$ cat src/rtl/alu_arbiter.sv
// alu_arbiter: shares one external combinational ALU between two requesters.
// Round-robin arbitration on the request side, registered operands/opcode
// toward the ALU, a one-cycle capture of the ALU result, and a held response
// toward whichever requester won the grant.
//
// Handshake rule (all four channels): a transfer happens on a rising clk edge
// where valid and ready are both high. A producer keeps its payload stable
// while valid is high and not yet accepted; ready never depends on the
// producer's payload, only on valid, the FSM state and the priority pointer.
module alu_arbiter #(
    parameter int DATA_W     = 19,
    parameter int OP_W       = 5,
    parameter int MAX_OPCODE = 8
) (
    input  logic                  clk,
    input  logic                  rst_n,

    input  logic                  req0_valid,
    output logic                  req0_ready,
    input  logic [DATA_W-1:0]     req0_a,
    input  logic [DATA_W-1:0]     req0_b,
    input  logic [OP_W-1:0]       req0_opcode,

    input  logic                  req1_valid,
    output logic                  req1_ready,
    input  logic [DATA_W-1:0]     req1_a,
    input  logic [DATA_W-1:0]     req1_b,
    input  logic [OP_W-1:0]       req1_opcode,

    output logic                  rsp0_valid,
    input  logic                  rsp0_ready,
    output logic [2*DATA_W-1:0]   rsp0_result,
    output logic                  rsp0_err,

    output logic                  rsp1_valid,
    input  logic                  rsp1_ready,
    output logic [2*DATA_W-1:0]   rsp1_result,
    output logic                  rsp1_err,

    output logic [DATA_W-1:0]     alu_a,
    output logic [DATA_W-1:0]     alu_b,
    output logic [OP_W-1:0]       alu_opcode,
    input  logic [2*DATA_W-1:0]   alu_outau,

    output logic                  busy
);

    localparam logic [OP_W-1:0] DIV_OPCODE = OP_W'(3);
    localparam logic [OP_W-1:0] MAX_OP     = OP_W'(MAX_OPCODE);

    typedef enum logic [1:0] {
        ST_IDLE = 2'd0,
        ST_EXEC = 2'd1,
        ST_RESP = 2'd2
    } state_t;

    state_t              state_q, state_d;
    logic                ptr_q, ptr_d;       // 0: requester 0 has priority
    logic                owner_q, owner_d;   // requester being served
    logic [DATA_W-1:0]   alu_a_q, alu_a_d;
    logic [DATA_W-1:0]   alu_b_q, alu_b_d;
    logic [OP_W-1:0]     alu_op_q, alu_op_d;
    logic [2*DATA_W-1:0] result_q, result_d;
    logic                err_q, err_d;

    logic                any_valid;
    logic                grant_sel;          // index of the arbitration winner
    logic                accept;
    logic                op_illegal;
    logic                div_by_zero;
    logic                rsp_fire;

    // Arbitration: a lone requester wins outright, contention goes to the pointer.
    always_comb begin
        any_valid = req0_valid | req1_valid;
        grant_sel = 1'b0;
        if (req0_valid && req1_valid) begin
            grant_sel = ptr_q;
        end else if (req1_valid) begin
            grant_sel = 1'b1;
        end
        accept = (state_q == ST_IDLE) && any_valid;
    end

    // Request-side ready; held low while reset is asserted so every output reads 0.
    always_comb begin
        req0_ready = rst_n && accept && !grant_sel;
        req1_ready = rst_n && accept &&  grant_sel;
    end

    // Error classification of the operation currently presented to the ALU.
    always_comb begin
        op_illegal  = (alu_op_q > MAX_OP);
        div_by_zero = (alu_op_q == DIV_OPCODE) && (alu_b_q == '0);
    end

    // Response-side outputs: only the owner sees the held result, the other reads 0.
    always_comb begin
        rsp0_valid  = (state_q == ST_RESP) && !owner_q;
        rsp1_valid  = (state_q == ST_RESP) &&  owner_q;
        rsp0_result = owner_q ? '0 : result_q;
        rsp1_result = owner_q ? result_q : '0;
        rsp0_err    = !owner_q && err_q;
        rsp1_err    =  owner_q && err_q;
        rsp_fire    = owner_q ? (rsp1_valid && rsp1_ready) : (rsp0_valid && rsp0_ready);
        busy        = (state_q != ST_IDLE);
        alu_a       = alu_a_q;
        alu_b       = alu_b_q;
        alu_opcode  = alu_op_q;
    end

    // Next-state and datapath-update logic; every register defaults to holding.
    always_comb begin
        state_d  = state_q;
        ptr_d    = ptr_q;
        owner_d  = owner_q;
        alu_a_d  = alu_a_q;
        alu_b_d  = alu_b_q;
        alu_op_d = alu_op_q;
        result_d = result_q;
        err_d    = err_q;
        unique case (state_q)
            ST_IDLE: begin
                if (accept) begin
                    owner_d = grant_sel;
                    if (grant_sel) begin
                        alu_a_d  = req1_a;
                        alu_b_d  = req1_b;
                        alu_op_d = req1_opcode;
                    end else begin
                        alu_a_d  = req0_a;
                        alu_b_d  = req0_b;
                        alu_op_d = req0_opcode;
                    end
                    state_d = ST_EXEC;
                end
            end
            ST_EXEC: begin
                // Faulted operations return 0 regardless of what the ALU produced.
                if (op_illegal || div_by_zero) begin
                    err_d    = 1'b1;
                    result_d = '0;
                end else begin
                    err_d    = 1'b0;
                    result_d = alu_outau;
                end
                state_d = ST_RESP;
            end
            ST_RESP: begin
                // Pointer moves only when a response completes, giving strict alternation.
                if (rsp_fire) begin
                    ptr_d   = ~owner_q;
                    state_d = ST_IDLE;
                end
            end
            default: begin
                state_d = ST_IDLE;
            end
        endcase
    end

    // FSM state, pointer and owner registers.
    always_ff @(posedge clk or negedge rst_n) begin
        if (!rst_n) begin
            state_q <= ST_IDLE;
            ptr_q   <= 1'b0;
            owner_q <= 1'b0;
        end else begin
            state_q <= state_d;
            ptr_q   <= ptr_d;
            owner_q <= owner_d;
        end
    end

    // Operand, opcode, result and error registers.
    always_ff @(posedge clk or negedge rst_n) begin
        if (!rst_n) begin
            alu_a_q  <= '0;
            alu_b_q  <= '0;
            alu_op_q <= '0;
            result_q <= '0;
            err_q    <= 1'b0;
        end else begin
            alu_a_q  <= alu_a_d;
            alu_b_q  <= alu_b_d;
            alu_op_q <= alu_op_d;
            result_q <= result_d;
            err_q    <= err_d;
        end
    end

endmodule

$ cat config.mk
export PLATFORM = sky130hd
export DESIGN_NAME = alu_arbiter
export DESIGN_NICKNAME = d
export VERILOG_FILES = /design/src/rtl/alu_arbiter.sv
export SDC_FILE = /design/constraint.sdc
export NUM_CORES = 1
export LEC_CHECK = 0
export BUFFER_PORTS_ARGS = -buffer_cell sky130_fd_sc_hd__buf_2
export CAP_MARGIN = 10
export CORE_MARGIN = 2
export CORE_UTILIZATION = 46
export DETAILED_ROUTE_END_ITERATION = 10
export GPL_TIMING_DRIVEN = 0
export HOLD_SLACK_MARGIN = 0.03
export PLACE_DENSITY = 0.85
export SLEW_MARGIN = 20
export SYNTH_ARGS = -nofsm -noshare
export SYNTH_HDL_FRONTEND = slang
export SYNTH_SLANG_ARGS = --single-unit
export TNS_END_PERCENT = 30
$ cat constraint.sdc
create_clock -name clk -period 3.8 [get_ports clk]
set_input_delay 0.19 -clock clk [delete_from_list [all_inputs] [get_ports clk]]
set_output_delay 0.19 -clock clk [all_outputs]
set_load 0.02 [all_outputs]
Word-level counts from Yosys, hierarchy flattened
Cells that the tools add are included.
Widths: inputs -> output; s select.
{"block": "word_totals", "regBits": 86, "latch_bits": 0, "ramBits": 0, "romBits": 0, "inputBits": 130, "out_inout_bits": 126, "word_cells": 50, "mem_count": 0}
{"block": "op_classes", "add_sub_neg": 0, "n_mul": 0, "div": 0, "order_cmp": 1, "eq_ne": 5, "n_shift": 0, "n_mux": 13, "bitwise_logic": 2, "reduce_logical": 21}
{"operator": "$mux 38", "n": 3}
{"operator": "$mux 19", "n": 2}
{"operator": "$logic_not 19->1", "n": 1}
{"operator": "$logic_and 1x1->1", "n": 12}
{"operator": "$pmux 2 s3", "n": 1}
{"operator": "$reduce_and 2->1", "n": 3}
{"operator": "$eq 5x2->1 const B", "n": 1}
{"operator": "$gt 5x4->1 const B", "n": 1}
{"operator": "$mux 5", "n": 1}
{"operator": "$mux 1", "n": 4}
{"operator": "$mux 2", "n": 2}
{"operator": "$ne 2x2->1 const B", "n": 2}
{"operator": "$eq 2x1->1 const B", "n": 1}
{"operator": "$eq 2x2->1 const B", "n": 1}
{"operator": "$logic_not 1->1", "n": 2}
{"operator": "$logic_not 2->1", "n": 1}
{"operator": "$reduce_bool 2->1", "n": 1}
{"operator": "$logic_or 1x1->1", "n": 1}
{"operator": "$not 1->1", "n": 1}
{"operator": "$or 1x1->1", "n": 1}

Longest topological paths before layout
{"block": "depth", "depth_word": 6, "ltp_mapped": 7, "depth_no_buf": 4}

Worst setup path after synthesis
No wires, ideal clock.
{"block": "synth_timing", "path_type": "flip-flop to flip-flop", "start": "reg alu_b_q[12] (netlist: alu_b[12])", "end": "reg result_q[15]", "setup_ps": 121, "t_arrival_ps": 1599, "required_time_ps": 3679, "slack_ps": 2080, "stages_incl_launch_ff": 7, "path_buffers": 2, "period_less_slack_ps": 1720, "path_cell_list": "dfrtp_1 -> nor4_1 -> nand4_1 -> o31a_1 -> buf_2 -> buf_6 -> a22o_1"}
{"block": "synth_via", "elab_chain_len": 4}
{"element": "start: declaration", "line": "61", "rtl": "logic [DATA_W-1:0] alu_b_q, alu_b_d;"}
{"element": "start signal: assignment", "line": "185", "rtl": "alu_b_q <= alu_b_d;"}
{"element": "$logic_not 19->1", "line": "94", "rtl": "div_by_zero = (alu_op_q == DIV_OPCODE) && (alu_b_q == '0);"}
{"element": "$logic_and 1x1->1", "line": "94"}
{"element": "$logic_or 1x1->1", "line": "140", "rtl": "if (op_illegal || div_by_zero) begin"}
{"element": "$mux 38", "line": "140"}
{"element": "end signal: assignment", "line": "187", "rtl": "result_q <= result_d;"}
{"element": "end: declaration", "line": "63", "rtl": "logic [2*DATA_W-1:0] result_q, result_d;"}
No other way between the ends.
A chain may end at the register's enable or synchronous reset.

Worst setup path in the final report
{"block": "layout_timing", "start": "reg owner_q", "end": "out rsp1_result[26]"}
{"block": "layout_via", "elab_chain_len": 1}
{"element": "start: declaration", "line": "59", "rtl": "logic owner_q, owner_d;"}
{"element": "start signal: assignment", "line": "171", "rtl": "owner_q <= owner_d;"}
{"element": "$mux 38", "line": "102", "rtl": "rsp1_result = owner_q ? result_q : '0;"}
{"element": "end: declaration", "line": "37", "rtl": "output logic [2*DATA_W-1:0] rsp1_result,"}
No other way between the ends.

==> summary.txt <==
Layout
  • Most frequent cells in the layout: buf_2 (264), dfrtp_1 (86), nor2_1 (49)
  • NumNets Final: 794
  • Layout overhead on the synthesized area: 41.4%
  • Number of inserted diodes: 0
  • Fraction of layout cells with a size suffix above 1: 0.421
  • Number of fill cells: a little over 700
  • Commonest non-fill, non-tap cell in the layout: buf_2
  • Register area: about 2200 µm²
  • Multi-input logic area: 1780 µm²

Clock network
  • Worst-path clk slew: roughly 90 ps
  • Clock Sinks: between 80 and 90
  • Setup bufs post-CTS: 0
  • H-tree Lvls: 3
  • CTS Buf Count: 9
  • TritonCTS clock tree: done
  • Root buffer cell: clkbuf_8
  • Worst skew pair latency: between 300 and 400 ps
  • Clk buf depth: 2

Placement
  • DP HPWL: 9890 µm
  • Setup WS pre-CTS: roughly 1700 ps
  • Input/output buffers: about 260
  • GPL Wtd Cong: 0.876

Drt
  • Initial DRC count: 85
  • Antenna Nets Post-Route: 0
  • DR vias: 4001
  • Drt first pass iters: 4
  • Final wirelength: between 10000 and 15000 µm
  • Avg WL per Cell: roughly 16 µm
  • DR vias/cell: between 5 and 6
  • DRC Markers: 0

Yosys
  • Distinct cells, synth: 23
  • EDFF count, synth: 0
  • Cell count after synthesis: slightly below 400
  • Mapped cell area: just over 4000 µm²
  • Dominant synthesized flop cell: dfrtp_1
  • Post-synthesis sequential area ratio: 0.525
  • Yosys reg bits: 86
  • Syn Area/Cell: 10.3 µm²
  • Synth Warn #: 0
  • Mapped Nets: about 530
  • Post-synth ARST share: 1.00

Floorplan
  • # rows: 34
  • Starting Density: 0.472
  • DIE HEIGHT: 98.4 µm
  • Die ar.: ~9700 µm²
  • Core area: around 8700 µm²
  • IO Count: 256
  • Chip width: approximately 98 µm

Worst setup path
  • Worst Reg-to-Reg Cells: 6
  • Crit path kind: flip-flop to output pin
  • Most frequent CP cell: clkbuf_1
  • Largest delay share family, worst path: buffers and inverters
  • CP Max Fanout: 10
  • Worst R2R Setup Slack: roughly 1900 ps
  • Crit path required time: around 3600 ps
  • Arrival @ worst endpoint: around 2200 ps
  • CP max stage cell: clkbuf_1
  • Crit. End Element: output pin
  • CP Buf/Inv Count: 4
  • Startpoint types: flip-flop
  • Worst stage delay on the critical path: approximately 470 ps
  • Reg-to-Reg Start: alu_b[9]
  • Crit-path cells: clkbuf_1 > clkbuf_1 > clkbuf_1 > and2_1 > buf_2
  • Reg2Reg Capture Point: result_q[21]

Min path
  • Hold EP: result_q[30]
  • Worst Min Path Start: alu_outau[30]
  • HP Class: primary input to flip-flop
  • Hold path cells: 2

GRT
  • Largest net degree at the start of global routing: 46
  • Gr usage total: 0.267
  • Initial antenna violation count: 0
  • Vias in the first global route: 4170
  • Global-route wire length before repair: between 20000 and 25000 µm
  • Grt total ovfl: 0

STA
  • Setup ws final: 1410 ps
  • Fin. Hold Viols: 0
  • RSZ-0062 raised after global routing: false
  • Final-report setup violation count: 0
  • Fin Setup TNS: 0 ps
  • Measured slew at the worst slew-check pin: about 570 ps
  • Max-slew violations: 0
  • Final Critical Period: around 2400 ps
  • Worst clock skew: 13.9 ps
  • Max Freq: around 420 MHz
  • Headroom to the max-slew limit: 0.623
  • Fin crit share: 0.629

Pwr
  • Leak: ~3.2 nW
  • Cell Pwr Density: around 850 nW/µm²
  • Peak supply drop: ~430 µV

Status
  • Status: finished, final reports clean

Flow run
  • Max capacitance violation total: 0
-- worst register-to-register path, cell delays in order, from the launching register on --
cell	delay [ps]
dfrtp_1	410
nor4_1	330
nand2_1	130
o31a_1	360
buf_2	210
buf_6	160
a22o_1	180
-- stage by stage --
stage	util	instances	instance area [µm²]	hold WS, ps	total power, mW
after floorplan	-	396	4100	-106	3.22
after global placement	0.635	759	5510	409	4.04
after detailed placement	0.637	760	5530	224	4.12
after CTS	0.667	776	5790	31.9	4.94
after global routing	0.667	776	5790	40.1	5.24
final	0.667	776	5790	41.9	4.92
-- cell type report --
type,instances,area share
Timing Repair Buffer,257,0.226
Clock buffer,11,0.0227
Sequential cell,86,0.372
Tap cell,108,0.0233
Inverter,5,0.00324
Buffer,33,0.0248
Multi-Input combinational cell,272,0.308
Clock inverter,4,0.0207
-- synth_stat cells (2+ instances only) --
master / n / area, µm²
a22o_1: 39 / 342
clkbuf_1: 21 / 78.8
nor2b_1: 38 / 238
dfrtp_1: 86 / 2150
and2_1: 38 / 238
o31a_1: 2 / 17.5
nor3_1: 2 / 10.0
inv_1: 5 / 18.8
a21oi_1: 44 / 220
nor2_1: 49 / 184
buf_2: 10 / 50.1
nand2b_1: 2 / 12.5
nand2_1: 3 / 11.3
o21ai_0: 2 / 10.0
mux2i_1: 43 / 430
nor4_1: 5 / 31.3
-- power by group --
group / internal [mW] / switching [mW]
Sequential: 1.35 / 0.312
Combinational: 0.901 / 1.53
Clock: 0.501 / 0.322
-- state kept, by name, summed over array words and instances, names as in the netlist --
signal,flops
alu_a,19
ptr_q,1
result_q,38
state_q,2
alu_opcode,5
alu_b,19
err_q,1
owner_q,1
-- kinds of logic (layout without fill, tap and decap cells) --
| kind of cell | count (synthesis) | in the layout | synth area share |
|---|---|---|---|
| multiplexers | 44 | 44 | 0.108 |
| AND/OR/NAND/NOR | 139 | 139 | 0.180 |
| AO/OA/AOI/OAI | 89 | 89 | 0.147 |
| flip-flops | 86 | 86 | 0.525 |
| buffers and inverters | 38 | 310 | 0.0397 |
-- worst max-delay path by stage --
| stage | from | to | depth (start not counted) |
|---|---|---|---|
| 2_1_floorplan | alu_b[12] | result_q[15] | 6 |
| 3_3_place_gp | rst_n | req0_ready | 3 |
| 3_5_place_dp | owner_q | rsp1_result[26] | 5 |
| 4_1_cts | owner_q | rsp1_result[26] | 5 |
| 5_1_grt | owner_q | rsp1_result[24] | 5 |
| 6_report | owner_q | rsp1_result[26] | 5 |
-- per-layer routing --
| layer | wire [µm] | global-route usage | vias up |
|---|---|---|---|
| li1 | - | - | 1897 |
| met1 | 5090 | 0.323 | 1900 |
| met2 | 6340 | 0.457 | 181 |
| met3 | 1000 | 0.0730 | 23 |
| met4 | 314 | 0.0991 | 0 |
| met5 | 0 | 0 | - |
-- what timing repair did --
item / in CTS / in global routing
hold buffers: 1 / 0
resized for setup: 0 / 0
hold endpoints to repair: 43 / 0
Power figures use the tool's default switching activity.
